`src/rtl/fetch_queue_if.sv`:
```
// Fetch-queue bus: redirect request, IM read port and head-of-queue handshake.
// master: the fetch queue itself (drives im_addr, out_*, count).
// slave : the surroundings (IM, MEM-stage redirect, IF/ID register).
interface fetch_queue_if #(
  parameter int DEPTH = 4,
  parameter int IM_AW = 5
);
  localparam int CW = $clog2(DEPTH) + 1;

  logic              redirect;
  logic [31:0]       redirect_pc;
  logic [IM_AW-1:0]  im_addr;
  logic [31:0]       im_data;
  logic              out_valid;
  logic [31:0]       out_pc;
  logic [31:0]       out_ir;
  logic              out_ready;
  logic [CW-1:0]     count;

  modport master (
    input  redirect, redirect_pc, im_data, out_ready,
    output im_addr, out_valid, out_pc, out_ir, count
  );

  modport slave (
    output redirect, redirect_pc, im_data, out_ready,
    input  im_addr, out_valid, out_pc, out_ir, count
  );
endinterface

```
`src/rtl/fetch_queue.sv`:
```
// Instruction prefetch FIFO between IM and IF/ID; owns the fetch PC.
// Latency: an entry pushed at edge N is at the head after edge N (empty queue).
// Backpressure: out_ready=0 holds the head; when full, fetch_pc and im_addr freeze.
// Ports: clk, rst (async, active-high); bus (fetch_queue_if.master):
//   redirect/redirect_pc in, im_addr out / im_data in,
//   out_valid/out_pc/out_ir out with out_ready in, count out (occupancy).
module fetch_queue #(
  parameter int          DEPTH    = 4,
  parameter logic [31:0] RESET_PC = 32'h0,
  parameter int          IM_AW    = 5
) (
  input  logic           clk,
  input  logic           rst,
  fetch_queue_if.master  bus
);

  localparam int            PW   = $clog2(DEPTH);
  localparam int            CW   = PW + 1;
  localparam logic [CW-1:0] FULL = CW'(DEPTH);

  logic [31:0]   fetch_pc_q, fetch_pc_d;
  logic [PW-1:0] wr_ptr_q, wr_ptr_d;
  logic [PW-1:0] rd_ptr_q, rd_ptr_d;
  logic [CW-1:0] count_q, count_d;

  // Storage is not reset: out_* are gated by occupancy, so stale words never show.
  logic [31:0]   pc_mem_q [DEPTH];
  logic [31:0]   ir_mem_q [DEPTH];

  logic          head_vld;
  logic          pop;
  logic          push;

  assign head_vld = (count_q != '0);
  assign pop      = head_vld && bus.out_ready;
  // A full queue that pops this cycle frees the slot it writes into.
  assign push     = !bus.redirect && ((count_q != FULL) || pop);

  always_comb begin
    fetch_pc_d = fetch_pc_q;
    wr_ptr_d   = wr_ptr_q;
    rd_ptr_d   = rd_ptr_q;
    count_d    = count_q;
    if (bus.redirect) begin
      // Flush: the popped head (if any) is discarded with the rest.
      fetch_pc_d = bus.redirect_pc;
      wr_ptr_d   = '0;
      rd_ptr_d   = '0;
      count_d    = '0;
    end else begin
      if (push) begin
        fetch_pc_d = fetch_pc_q + 32'd4;
        wr_ptr_d   = wr_ptr_q + PW'(1);
      end
      if (pop) begin
        rd_ptr_d = rd_ptr_q + PW'(1);
      end
      count_d = count_q + CW'(push) - CW'(pop);
    end
  end

  always_ff @(posedge clk or posedge rst) begin
    if (rst) begin
      fetch_pc_q <= RESET_PC;
      wr_ptr_q   <= '0;
      rd_ptr_q   <= '0;
      count_q    <= '0;
    end else begin
      fetch_pc_q <= fetch_pc_d;
      wr_ptr_q   <= wr_ptr_d;
      rd_ptr_q   <= rd_ptr_d;
      count_q    <= count_d;
    end
  end

  always_ff @(posedge clk) begin
    if (push && !rst) begin
      pc_mem_q[wr_ptr_q] <= fetch_pc_q + 32'd4;
      ir_mem_q[wr_ptr_q] <= bus.im_data;
    end
  end

  // Outputs depend on registered state only; empty queue presents a NOP.
  assign bus.im_addr   = fetch_pc_q[IM_AW+1:2];
  assign bus.out_valid = head_vld;
  assign bus.out_pc    = head_vld ? pc_mem_q[rd_ptr_q] : 32'h0;
  assign bus.out_ir    = head_vld ? ir_mem_q[rd_ptr_q] : 32'h0;
  assign bus.count     = count_q;

endmodule

```
`src/flat_wrapper.sv`:
```
// flat-port wrapper written by rule: the top's interface ports become plain ports
module fetch_queue_flat 
#(
  parameter int          DEPTH    = 4,
  parameter logic [31:0] RESET_PC = 32'h0,
  parameter int          IM_AW    = 5
)
  (clk, rst, bus_redirect, bus_redirect_pc, bus_im_data, bus_out_ready, bus_im_addr, bus_out_valid, bus_out_pc, bus_out_ir, bus_count);
  fetch_queue_if #(.DEPTH(DEPTH), .IM_AW(IM_AW)) bus_i ();
  input  logic clk;
  input  logic rst;
  input wire logic [$bits(bus_i.redirect)-1:0] bus_redirect;
  input wire logic [$bits(bus_i.redirect_pc)-1:0] bus_redirect_pc;
  input wire logic [$bits(bus_i.im_data)-1:0] bus_im_data;
  input wire logic [$bits(bus_i.out_ready)-1:0] bus_out_ready;
  output wire logic [$bits(bus_i.im_addr)-1:0] bus_im_addr;
  output wire logic [$bits(bus_i.out_valid)-1:0] bus_out_valid;
  output wire logic [$bits(bus_i.out_pc)-1:0] bus_out_pc;
  output wire logic [$bits(bus_i.out_ir)-1:0] bus_out_ir;
  output wire logic [$bits(bus_i.count)-1:0] bus_count;
  assign bus_i.redirect = bus_redirect;
  assign bus_i.redirect_pc = bus_redirect_pc;
  assign bus_i.im_data = bus_im_data;
  assign bus_i.out_ready = bus_out_ready;
  assign bus_im_addr = bus_i.im_addr;
  assign bus_out_valid = bus_i.out_valid;
  assign bus_out_pc = bus_i.out_pc;
  assign bus_out_ir = bus_i.out_ir;
  assign bus_count = bus_i.count;
  fetch_queue #(.DEPTH(DEPTH), .RESET_PC(RESET_PC), .IM_AW(IM_AW)) u_core (.clk(clk), .rst(rst), .bus(bus_i));
endmodule
```
`config.mk`:
```
export PLATFORM = sky130hd
export DESIGN_NAME = fetch_queue_flat
export DESIGN_NICKNAME = d
export VERILOG_FILES = /design/src/rtl/fetch_queue_if.sv /design/src/rtl/fetch_queue.sv /design/src/flat_wrapper.sv
export SDC_FILE = /design/constraint.sdc
export NUM_CORES = 1
export LEC_CHECK = 0
export ABC_AREA = 1
export CELL_PAD_IN_SITES_DETAIL_PLACEMENT = 2
export CELL_PAD_IN_SITES_GLOBAL_PLACEMENT = 2
export CORE_ASPECT_RATIO = 1.5
export CORE_MARGIN = 10
export CORE_UTILIZATION = 33
export DETAILED_ROUTE_END_ITERATION = 12
export GPL_ROUTABILITY_DRIVEN = 0
export MAX_ROUTING_LAYER = met4
export PLACE_DENSITY = 0.73
export SETUP_SLACK_MARGIN = 0.3
export SYNTH_ARGS = -nofsm -noshare
export SYNTH_HDL_FRONTEND = slang
export SYNTH_SLANG_ARGS = --single-unit
export TNS_END_PERCENT = 1
```
`constraint.sdc`:
```
create_clock -name clk -period 4.2 [get_ports clk]
set_clock_uncertainty 0.05 [all_clocks]
set_input_delay 0.63 -clock clk [delete_from_list [all_inputs] [get_ports clk]]
set_output_delay 0.63 -clock clk [all_outputs]
set_load 0.05 [all_outputs]
```
==> summary.md, run 1 <==
| Metric | Value |
|---|---|
| Worst Path Arrival | 3.22 ns |
| Setup Buffers After CTS | 0 |
| Root Driver | clkbuf_16 |
| Clock slew at reported path FFs | 0.06 ns |
| Vias | 9000 |
| Drt total wl | 38500 µm |
| Synthesized area per cell | 10.7 µm² |
| Synthesized cell area | 12700 µm² |
| Startpoint type of the worst setup path | flop |
| Critical Path Fanout Max | 42 |
| Fin nets | 1392 |
| Cells after Synth | 1189 |
| EDFF count, synth | 256 |
| Crit. End Element | output port |
| M1 GR Usage | 0.168 |
| Layout area overhead | 22.5% |
| Top Usage Layer GRT | met2 |
| Setup TNS | 0 ns |
| DR pass1 iterations | 4 |
| Antenna-violating nets left | 0 |
| Synth Warn # | 0 |
| Final setup margin | 0.301 ns |
| Worst-Margin Slew | 0.892 ns |
| Share of cells above drive strength 1 | 0.0688 |
| Count of final hold-check violations | 0 |
| Net Count, Synth | 1265 |
| Wirelength per Cell | 21.0 µm |
| R2R Path Start | u_core.bus.count[1] |
| Initial antenna violation count | 0 |
| Type of the worst setup path | flop to output port |
| Antenna cells | 0 |
| H-Tree Depth | 1 |
| Row count | 88 |
| Vias/cell | 4.91 |
| Non-filler cells, final | 1833 |
| Num CTS Buffers | 29 |
| DR iter-0 viols | 324 |
| I/O Buffers | 140 |
| Grt ovf | 0 |
| Leak | 0.00563 µW |
| CTS sink cnt | 295 |
| Unrepaired setup endpoints after global routing | yes |
| PwrDens | 645 nW/µm² |
| Initial core utilization | 0.332 |
| Outcome | finished, final reports clean |
| Placed cell count | 1780 |
| Post-synth cell types | 31 |
| Die area | 47000 µm² |
| Post-CTS Hold Fix Bufs | 0 |
| Req. time, crit path | 3.52 ns |
| Final setup viols | 0 |
| Vias in the first global route | 10300 |
| Prevailing post-synth register cell | edfxtp_1 |
| Largest net degree at the start of global routing | 71 |
| Reg-to-reg setup timing slack | 1.48 ns |
| First-pass GRT wire length | 59300 µm |
| CP Launch Point | u_core.rd_ptr_q[0] |
| M2 GR Usage | 0.325 |
| Fin crit share | 0.928 |
| Post-Place Worst Slack | 0.673 ns |
| Fin. max-slew vios | 0 |
| CTS tree | built |
| Die H | 260 µm |
| Met3 Track Usage GR | 0.0165 |
| Asr flop ratio synth | 0.132 |
| Synthesized flop and latch total | 295 |
| DR DRC count | 0 |
| Tmin final | 3.90 ns |
| Clk_lat worst skew | 0.55 ns |
| Slew margin rel. | 0.405 |
| Clock Path Buffers | 3 |
| Hold Startpoint | u_core.fetch_pc_q[0] |
| Max rail drop VDD | 351 µV |
| Max_cap viols | 0 |
| DPL Wire Length | 25700 µm |
| Core Area | 38300 µm² |
| Chip Width | 180 µm |
| Seq/Total Area, Yosys | 0.681 |
| Total GRT Usage | 0.165 |
| Fmax | 0.257 GHz |
| # IOs | 141 |
| Hold WC Path Type | flop to flop |
-- state kept, by name, summed over array words and instances, names as in the netlist --
name	flops
u_core.bus.count	3
u_core.fetch_pc_q	32
u_core.wr_ptr_q	2
u_core.rd_ptr_q	2
u_core.ir_mem_q	128
u_core.pc_mem_q	128
-- critical path, stage by stage (launching register included) --
cell	delay (ns)
dfrtp_4	0.72
buf_6	0.38
nor2_1	0.10
nor2_1	0.12
o21ai_0	0.11
a21oi_1	0.31
clkdlybuf4s50_1	0.88
-- per-layer routing --
metal  vias to the layer above  share of wire
met1                      4571           0.38
met2                       134           0.57
li1                       4250              -
met5                         -              0
met4                         0          0.024
met3                        45          0.025
-- per-stage QoR --
step | cell area, µm² | util | power (µW) | hold slack [ns]
floorplan | 12700 | - | 6210 | 0.426
global placement | 14700 | 0.383 | 7610 | 0.445
global route | 15600 | 0.407 | 10600 | 0.516
finish | 15600 | 0.407 | 10100 | 0.488
CTS | 15600 | 0.406 | 10200 | 0.493
detailed placement | 14700 | 0.383 | 7720 | 0.476
-- cell usage in the layout, fill, tap and decap left out, types with 2 or more instances in the layout --
master / instances
a21oi_1: 65
o21ai_0: 144
buf_6: 2
nand2_2: 3
buf_4: 14
inv_2: 2
ha_1: 7
nand2_1: 167
and2_1: 4
dfrtp_1: 37
clkbuf_16: 29
o21ai_1: 2
nor2_4: 9
clkinv_2: 4
o211ai_1: 2
nor2_1: 298
edfxtp_1: 256
a22o_1: 6
xor2_1: 6
nor2_2: 7
nand3_1: 27
clkbuf_1: 13
xnor2_1: 6
clkdlybuf4s50_1: 138
buf_12: 4
inv_1: 63
clkbuf_8: 4
xor2_2: 5
-- cell families (layout without fill, tap and decap cells) --
family | Yosys count | after routing | share of synthesized area
DFF | 295 | 295 | 0.681
xor gates and xnor gates | 17 | 17 | 0.0147
adders and majority gates | 8 | 8 | 0.00846
AOI/OAI and AO/OA | 221 | 221 | 0.0894
and+or+nand+nor | 518 | 518 | 0.163
buffers and inverters | 130 | 279 | 0.0434
-- final cells by class --
| cell class | instances | area (µm²) |
|---|---|---|
| multi-input combinational | 764 | 3540 |
| fill | 4061 | 22700 |
| clock buffer | 46 | 830 |
| inverter | 66 | 250 |
| tap | 495 | 619 |
| sequential | 295 | 8670 |
| timing repair buffer | 160 | 1610 |
| clock inverter | 7 | 66.3 |
-- path summary, 6_finish.rpt --
| path | to | cells after the start |
|---|---|---|
| max in group asynchronous | u_core.rd_ptr_q[0] | 3 |
| min in group asynchronous | u_core.fetch_pc_q[2] | 3 |
| worst max-delay path | bus_out_pc[18] | 6 |
| worst max register to register | u_core.bus.count[2] | 9 |
| worst min register to register | u_core.pc_mem_q[2][0] | 0 |
| worst min-delay path | u_core.pc_mem_q[2][0] | 0 |
-- cells in the mapped netlist (3+ instances only) --
| master | number | share of area |
|---|---|---|
| edfxtp_1 | 256 | 0.60 |
| xnor2_1 | 6 | 0.0041 |
| buf_4 | 6 | 0.0035 |
| nor2_4 | 5 | 0.0044 |
| xor2_2 | 5 | 0.0064 |
| xor2_1 | 6 | 0.0041 |
| a22o_1 | 6 | 0.0041 |
| nor2_1 | 302 | 0.089 |
| nand2_1 | 167 | 0.049 |
| clkbuf_1 | 26 | 0.0077 |
| nor2_2 | 7 | 0.0034 |
| and2_1 | 4 | 0.0020 |
| a21oi_1 | 65 | 0.026 |
| buf_1 | 4 | 0.0012 |
| ha_1 | 7 | 0.0069 |
| nand2_2 | 3 | 0.0015 |
| o21ai_0 | 144 | 0.057 |
| inv_1 | 64 | 0.019 |
| buf_2 | 27 | 0.011 |
| nand3_1 | 27 | 0.011 |
| dfrtp_1 | 39 | 0.077 |
-- report_power, final --
group / leakage, µW / internal, µW / switching, µW
clock network: 0.000436 / 1410 / 1070
logic: 0.00238 / 1110 / 2790
registers: 0.00281 / 3500 / 171
total: 0.00563 / 6020 / 4030
-- what timing repair did --
| action | CTS | global route |
|---|---|---|
| gates resized for setup | 1 | 4 |
| endpoints found under the setup margin | 61 | 62 |
| hold endpoints to repair | 0 | 0 |
Power figures use the tool's default switching activity.
==> inputs of run 2 (changes only) <==
--- a/config.mk
+++ b/config.mk
@@ -15,7 +15,7 @@
 export GPL_ROUTABILITY_DRIVEN = 0
 export MAX_ROUTING_LAYER = met4
 export PLACE_DENSITY = 0.73
-export SETUP_SLACK_MARGIN = 0.3
+export SETUP_SLACK_MARGIN = 0.2
 export SYNTH_ARGS = -nofsm -noshare
 export SYNTH_HDL_FRONTEND = slang
 export SYNTH_SLANG_ARGS = --single-unit
==> summary.md, run 2 (synthesis gave the netlist of run 1 again) <==
| Metric | Value |
|---|---|
| Outcome | finished, final reports clean |
| Worst Path Arrival | 3.09 ns |
| PwrDens | 664 nW/µm² |
| Fin nets | 1391 |
| Slowest CP cell | clkdlybuf4s50_1 |
| I/O Buffers | 140 |
| Worst path bufs/invs | 2 |
| Final Core Density | 0.412 |
| Leak | 0.00570 µW |
| Total GRT Usage | 0.171 |
| Clk_lat worst skew | 0.57 ns |
| Wirelength per Cell | 21.6 µm |
| Setup Buffers After CTS | 0 |
| Most frequent cells in the layout | nor2_1, edfxtp_1, nand2_1 |
| Die area | 47000 µm² |
| First-pass GRT wire length | 61100 µm |
| Core Area | 38300 µm² |
| Vias/cell | 4.95 |
| Post-cts sizing count | 0 |
| Final setup viols | 0 |
| Vias in the first global route | 10400 |
| DR pass1 iterations | 4 |
| Drt total wl | 39700 µm |
| CTS tree | built |
| Vias | 9077 |
| Grt ovf | 0 |
| Row count | 88 |
| Req. time, crit path | 3.52 ns |
| Startpoint type of the worst setup path | flop |
| Most common cell after layout, fill and taps aside | nor2_1 |
| Crit path max-delay family | buffers and inverters |
| Initial core utilization | 0.332 |
| Antenna-violating nets left | 0 |
| DR iter-0 viols | 378 |
| Fin crit share | 0.898 |
| Max rail drop VDD | 700 µV |
| Largest regs | u_core.ir_mem_q x128, u_core.pc_mem_q x128, u_core.fetch_pc_q x32 |
| Critical Path Fanout Max | 130 |
| Hold WC Path Type | flop to flop |
| Chip Width | 180 µm |
| Crit. End Element | output port |
| CP Cell Sequence | buf_12, nor2_1, nor2_1, o21ai_0, a21oi_1, clkdlybuf4s50_1 |
| Fin. max-slew vios | 0 |
| Worst path max stage delay | 0.89 ns |
| Count of final hold-check violations | 0 |
| H-Tree Depth | 1 |
| Fill cells | 4046 |
| Worst-Margin Slew | 0.911 ns |
| Slew margin rel. | 0.392 |
| Share of cells above drive strength 1 | 0.0724 |
| # IOs | 141 |
| Placed cell count | 1778 |
| Layout area overhead | 24.0% |
| Unrepaired setup endpoints after global routing | no |
| Max_cap viols | 0 |
| Clock slew at reported path FFs | 0.06 ns |
| Most frequent cell on the critical path | nor2_1 |
| Type of the worst setup path | flop to output port |
| Clock Path Buffers | 3 |
| Fmax | 0.265 GHz |
| CTS sink cnt | 295 |
| Num CTS Buffers | 30 |
| DPL Wire Length | 26500 µm |
| Initial antenna violation count | 1 |
| DR DRC count | 0 |
| Post-CTS Hold Fix Bufs | 0 |
| Tmin final | 3.77 ns |
| Largest net degree at the start of global routing | 131 |
| Non-filler cells, final | 1835 |
| Die H | 260 µm |
| Root Driver | clkbuf_16 |
==> run 2: cell count changes in the layout (fill, tap and decap cells not counted), moves of 2 or more <==
| cell | before | now |
|---|---|---|
| buf_12 | 4 | 8 |
| buf_4 | 14 | 10 |
| buf_6 | 2 | 0 |
| bufinv_16 | 1 | 5 |
| clkbuf_1 | 13 | 6 |
| clkbuf_16 | 29 | 31 |
| clkinv_1 | 0 | 4 |
| clkinv_2 | 4 | 6 |
==> run 2: path summary, 6_finish.rpt <==
check                           slack, ns                 from  cells past startpoint              endpoint
worst min register to register       0.53   u_core.wr_ptr_q[0]                      1    u_core.wr_ptr_q[0]
max in group asynchronous            3.02                  rst                      3    u_core.rd_ptr_q[0]
worst max register to register       1.53  u_core.bus.count[1]                     10   u_core.bus.count[2]
worst max-delay path                 0.43   u_core.rd_ptr_q[0]                      6        bus_out_pc[22]
worst min-delay path                 0.53   u_core.wr_ptr_q[0]                      1    u_core.wr_ptr_q[0]
min in group asynchronous            0.58                  rst                      3  u_core.fetch_pc_q[3]
==> run 2: per-stage QoR <==
stage	instance area, µm²	total power (µW)	hold WS (ns)	setup WS, ns	setup TNS (ns)
floorplan	12700	6220	0.426	-0.780	-199.68
global placement	14700	7660	0.500	1.03	0
detailed placement	14700	7750	0.508	0.980	0
CTS	15800	10600	0.521	0.330	0
global route	15800	11000	0.557	0.257	0
finish	15800	10500	0.526	0.427	0
==> run 2: worst reg2reg max path, cell delays in order (launching register included) <==
cell and delay, ns:
dfrtp_1 0.47, nor3_2 0.26, buf_12 0.37, nor2_1 0.20
ha_1 0.31, inv_1 0.06, ha_1 0.13, inv_1 0.05
fa_1 0.38, xor2_1 0.18, nor2_1 0.06
==> run 2: power by group <==
group	switching [µW]	total [µW]	internal [µW]
clock network	1140	2850	1710
registers	143	3640	3500
logic	2860	3980	1120
total	4140	10500	6330
==> run 2: per-layer routing <==
layer,GRT usage,share of wire,up-vias
li1,-,-,4258
met1,0.175,0.38,4618
met2,0.326,0.56,147
met3,0.0165,0.022,54
met4,0.0674,0.036,0
met5,-,0,-
==> run 2: cell type report <==
cell class / instances / area (µm²) / area share
Antenna cell: 1 / 2.50 / 0.000159
Clock buffer: 40 / 840 / 0.0532
Clock inverter: 16 / 211 / 0.0134
Inverter: 66 / 249 / 0.0158
Multi-Input combinational cell: 764 / 3540 / 0.225
Sequential cell: 295 / 8670 / 0.550
Tap cell: 495 / 619 / 0.0393
Timing Repair Buffer: 158 / 1640 / 0.104
==> inputs of run 3 (changes only) <==
--- a/config.mk
+++ b/config.mk
@@ -11,10 +11,12 @@
 export CORE_ASPECT_RATIO = 1.5
 export CORE_MARGIN = 10
 export CORE_UTILIZATION = 33
+export CTS_CLUSTER_DIAMETER = 150
 export DETAILED_ROUTE_END_ITERATION = 12
 export GPL_ROUTABILITY_DRIVEN = 0
 export MAX_ROUTING_LAYER = met4
 export PLACE_DENSITY = 0.73
+export REMOVE_ABC_BUFFERS = 1
 export SETUP_SLACK_MARGIN = 0.2
 export SYNTH_ARGS = -nofsm -noshare
 export SYNTH_HDL_FRONTEND = slang
==> summary.md, run 3 (synthesis gave the netlist of run 1 again) <==
| Metric | Value |
|---|---|
| Worst path bufs/invs | 2 |
| DR pass1 iterations | 4 |
| DPL Wire Length | 26000 µm |
| R2R depth | 10 |
| Fin crit share | 0.913 |
| CTS sink cnt | 295 |
| Non-filler cells, final | 1830 |
| Max_cap viols | 0 |
| Worst path max stage delay | 0.84 ns |
| PwrDens | 648 nW/µm² |
| Outcome | finished, final reports clean |
| Core Area | 38300 µm² |
| Req. time, crit path | 3.52 ns |
| Total power | 10200 µW |
| Share of cells above drive strength 1 | 0.0689 |
| Total GRT Usage | 0.171 |
| Die H | 260 µm |
| CP Cell Sequence | buf_16, nor2_1, nor2_1, o21ai_0, a21oi_1, clkdlybuf4s50_1 |
| Vias | 9072 |
| Clock Path Buffers | 3 |
| Post-cts sizing count | 0 |
| Cell Int Power | 6080 µW |
| Reg-to-reg endpoint | u_core.bus.count[2] |
| H-Tree Depth | 1 |
| Worst Path Arrival | 3.15 ns |
| CP Launch Point | u_core.rd_ptr_q[0] |
| Die area | 47000 µm² |
| Initial antenna violation count | 0 |
| Count of final hold-check violations | 0 |
| Clock slew at reported path FFs | 0.06 ns |
| DR iter-0 viols | 453 |
| Drt total wl | 39900 µm |
| Crit. End Element | output port |
| Largest net degree at the start of global routing | 117 |
| Sequential share of power | 0.361 |
| DR DRC count | 0 |
| Type of the worst setup path | flop to output port |
| Final setup viols | 0 |
| Worst-Margin Slew | 0.652 ns |
| Tmin final | 3.83 ns |
| Max rail drop VDD | 429 µV |
| Critical Path Fanout Max | 116 |
| Vias/cell | 4.96 |
| Psw | 4080 µW |
| Startpoint type of the worst setup path | flop |
| Placed cell count | 1777 |
| CTS tree | built |
| Initial core utilization | 0.332 |
| # IOs | 141 |
| Layout area overhead | 23.1% |
| Switching Share | 0.402 |
| Worst setup path end | bus_out_pc[17] |
| Flip-flop and latch area | 8670 µm² |
| First-pass GRT wire length | 61600 µm |
| Setup Buffers After CTS | 0 |
| Area of the multi-input gates | 3540 µm² |
| Antenna cells | 0 |
| Leak | 0.00565 µW |
| Most frequent cells in the layout | nor2_1, edfxtp_1, nand2_1 |
| Fin nets | 1389 |
| Clk network pwr share | 0.252 |
| Fill cells | 4040 |
| Vias in the first global route | 10400 |
| Fin. max-slew vios | 0 |
| Row count | 88 |
| Most frequent cell on the critical path | nor2_1 |
| Num CTS Buffers | 29 |
| Antenna-violating nets left | 0 |
| Worst hold margin | 0.483 ns |
| Largest regs | u_core.ir_mem_q x128, u_core.pc_mem_q x128, u_core.fetch_pc_q x32 |
| Slowest CP cell | clkdlybuf4s50_1 |
| I/O Buffers | 140 |
| Root Driver | clkbuf_16 |
| Logic pwr share | 0.387 |
| Wirelength per Cell | 21.8 µm |
| WP depth | 6 |
| Grt ovf | 0 |
| Chip Width | 180 µm |
| Fmax | 0.261 GHz |
| R2R Path Start | u_core.bus.count[1] |
| Clk_lat worst skew | 0.56 ns |
| Final Core Density | 0.409 |
| Reg-to-reg setup timing slack | 1.65 ns |
| Crit path max-delay family | buffers and inverters |
| Most common cell after layout, fill and taps aside | nor2_1 |
| Unrepaired setup endpoints after global routing | no |
| Post-CTS Hold Fix Bufs | 0 |
| Hold WC Path Type | flop to flop |
| Slew margin rel. | 0.564 |
==> run 3: through the flow <==
step | cell area, µm² | setup TNS (ns) | setup WS [ns]
floorplan | 12400 | -309.44 | -1.68
global placement | 14700 | 0 | 0.957
detailed placement | 14700 | 0 | 0.933
CTS | 15700 | 0 | 0.299
global route | 15700 | 0 | 0.210
finish | 15700 | 0 | 0.365
==> run 3: layout make-up <==
cell class                      count  area share
Clock buffer                       40      0.0509
Clock inverter                     13     0.00759
Inverter                           66      0.0159
Multi-Input combinational cell    764       0.226
Sequential cell                   295       0.553
Tap cell                          495      0.0395
Timing Repair Buffer              157       0.107
==> run 3: power groups by stage <==
| stage | logic, µW | registers, µW | clock network, µW |
|---|---|---|---|
| after detailed placement | 4010 | 3720 | 0 |
| final | 3940 | 3660 | 2560 |
| after CTS | 4030 | 3670 | 2630 |
| after global placement | 3940 | 3710 | 0 |
| after global routing | 4230 | 3690 | 2740 |
| after floorplan | 2290 | 3830 | 0 |
==> run 3: layer usage <==
layer  GRT usage  routed length (µm)  vias up
li1            -                   -     4243
met1       0.184               15600     4639
met2       0.330               22500      136
met3      0.0157                 935       54
met4      0.0457                 944        0
met5           -                   0        -
==> run 3: worst min-delay path by stage <==
stage                               from                     to  depth (start not counted)
floorplan           u_core.fetch_pc_q[0]  u_core.pc_mem_q[0][0]                          0
finish              u_core.fetch_pc_q[1]  u_core.pc_mem_q[1][1]                          0
global placement    u_core.fetch_pc_q[1]  u_core.pc_mem_q[3][1]                          0
detailed placement  u_core.fetch_pc_q[1]  u_core.pc_mem_q[1][1]                          0
global route        u_core.fetch_pc_q[1]  u_core.pc_mem_q[1][1]                          0
CTS                 u_core.fetch_pc_q[1]  u_core.pc_mem_q[1][1]                          0
==> run 3: worst register-to-register path, cell delays in order (launching register included) <==
cell and delay (ns):
dfrtp_1 0.46, nor3_2 0.25, buf_12 0.37, nor2_1 0.18, ha_1 0.30, inv_1 0.06, ha_1 0.14, inv_1 0.05
fa_1 0.37, xor2_1 0.16, nor2_1 0.05
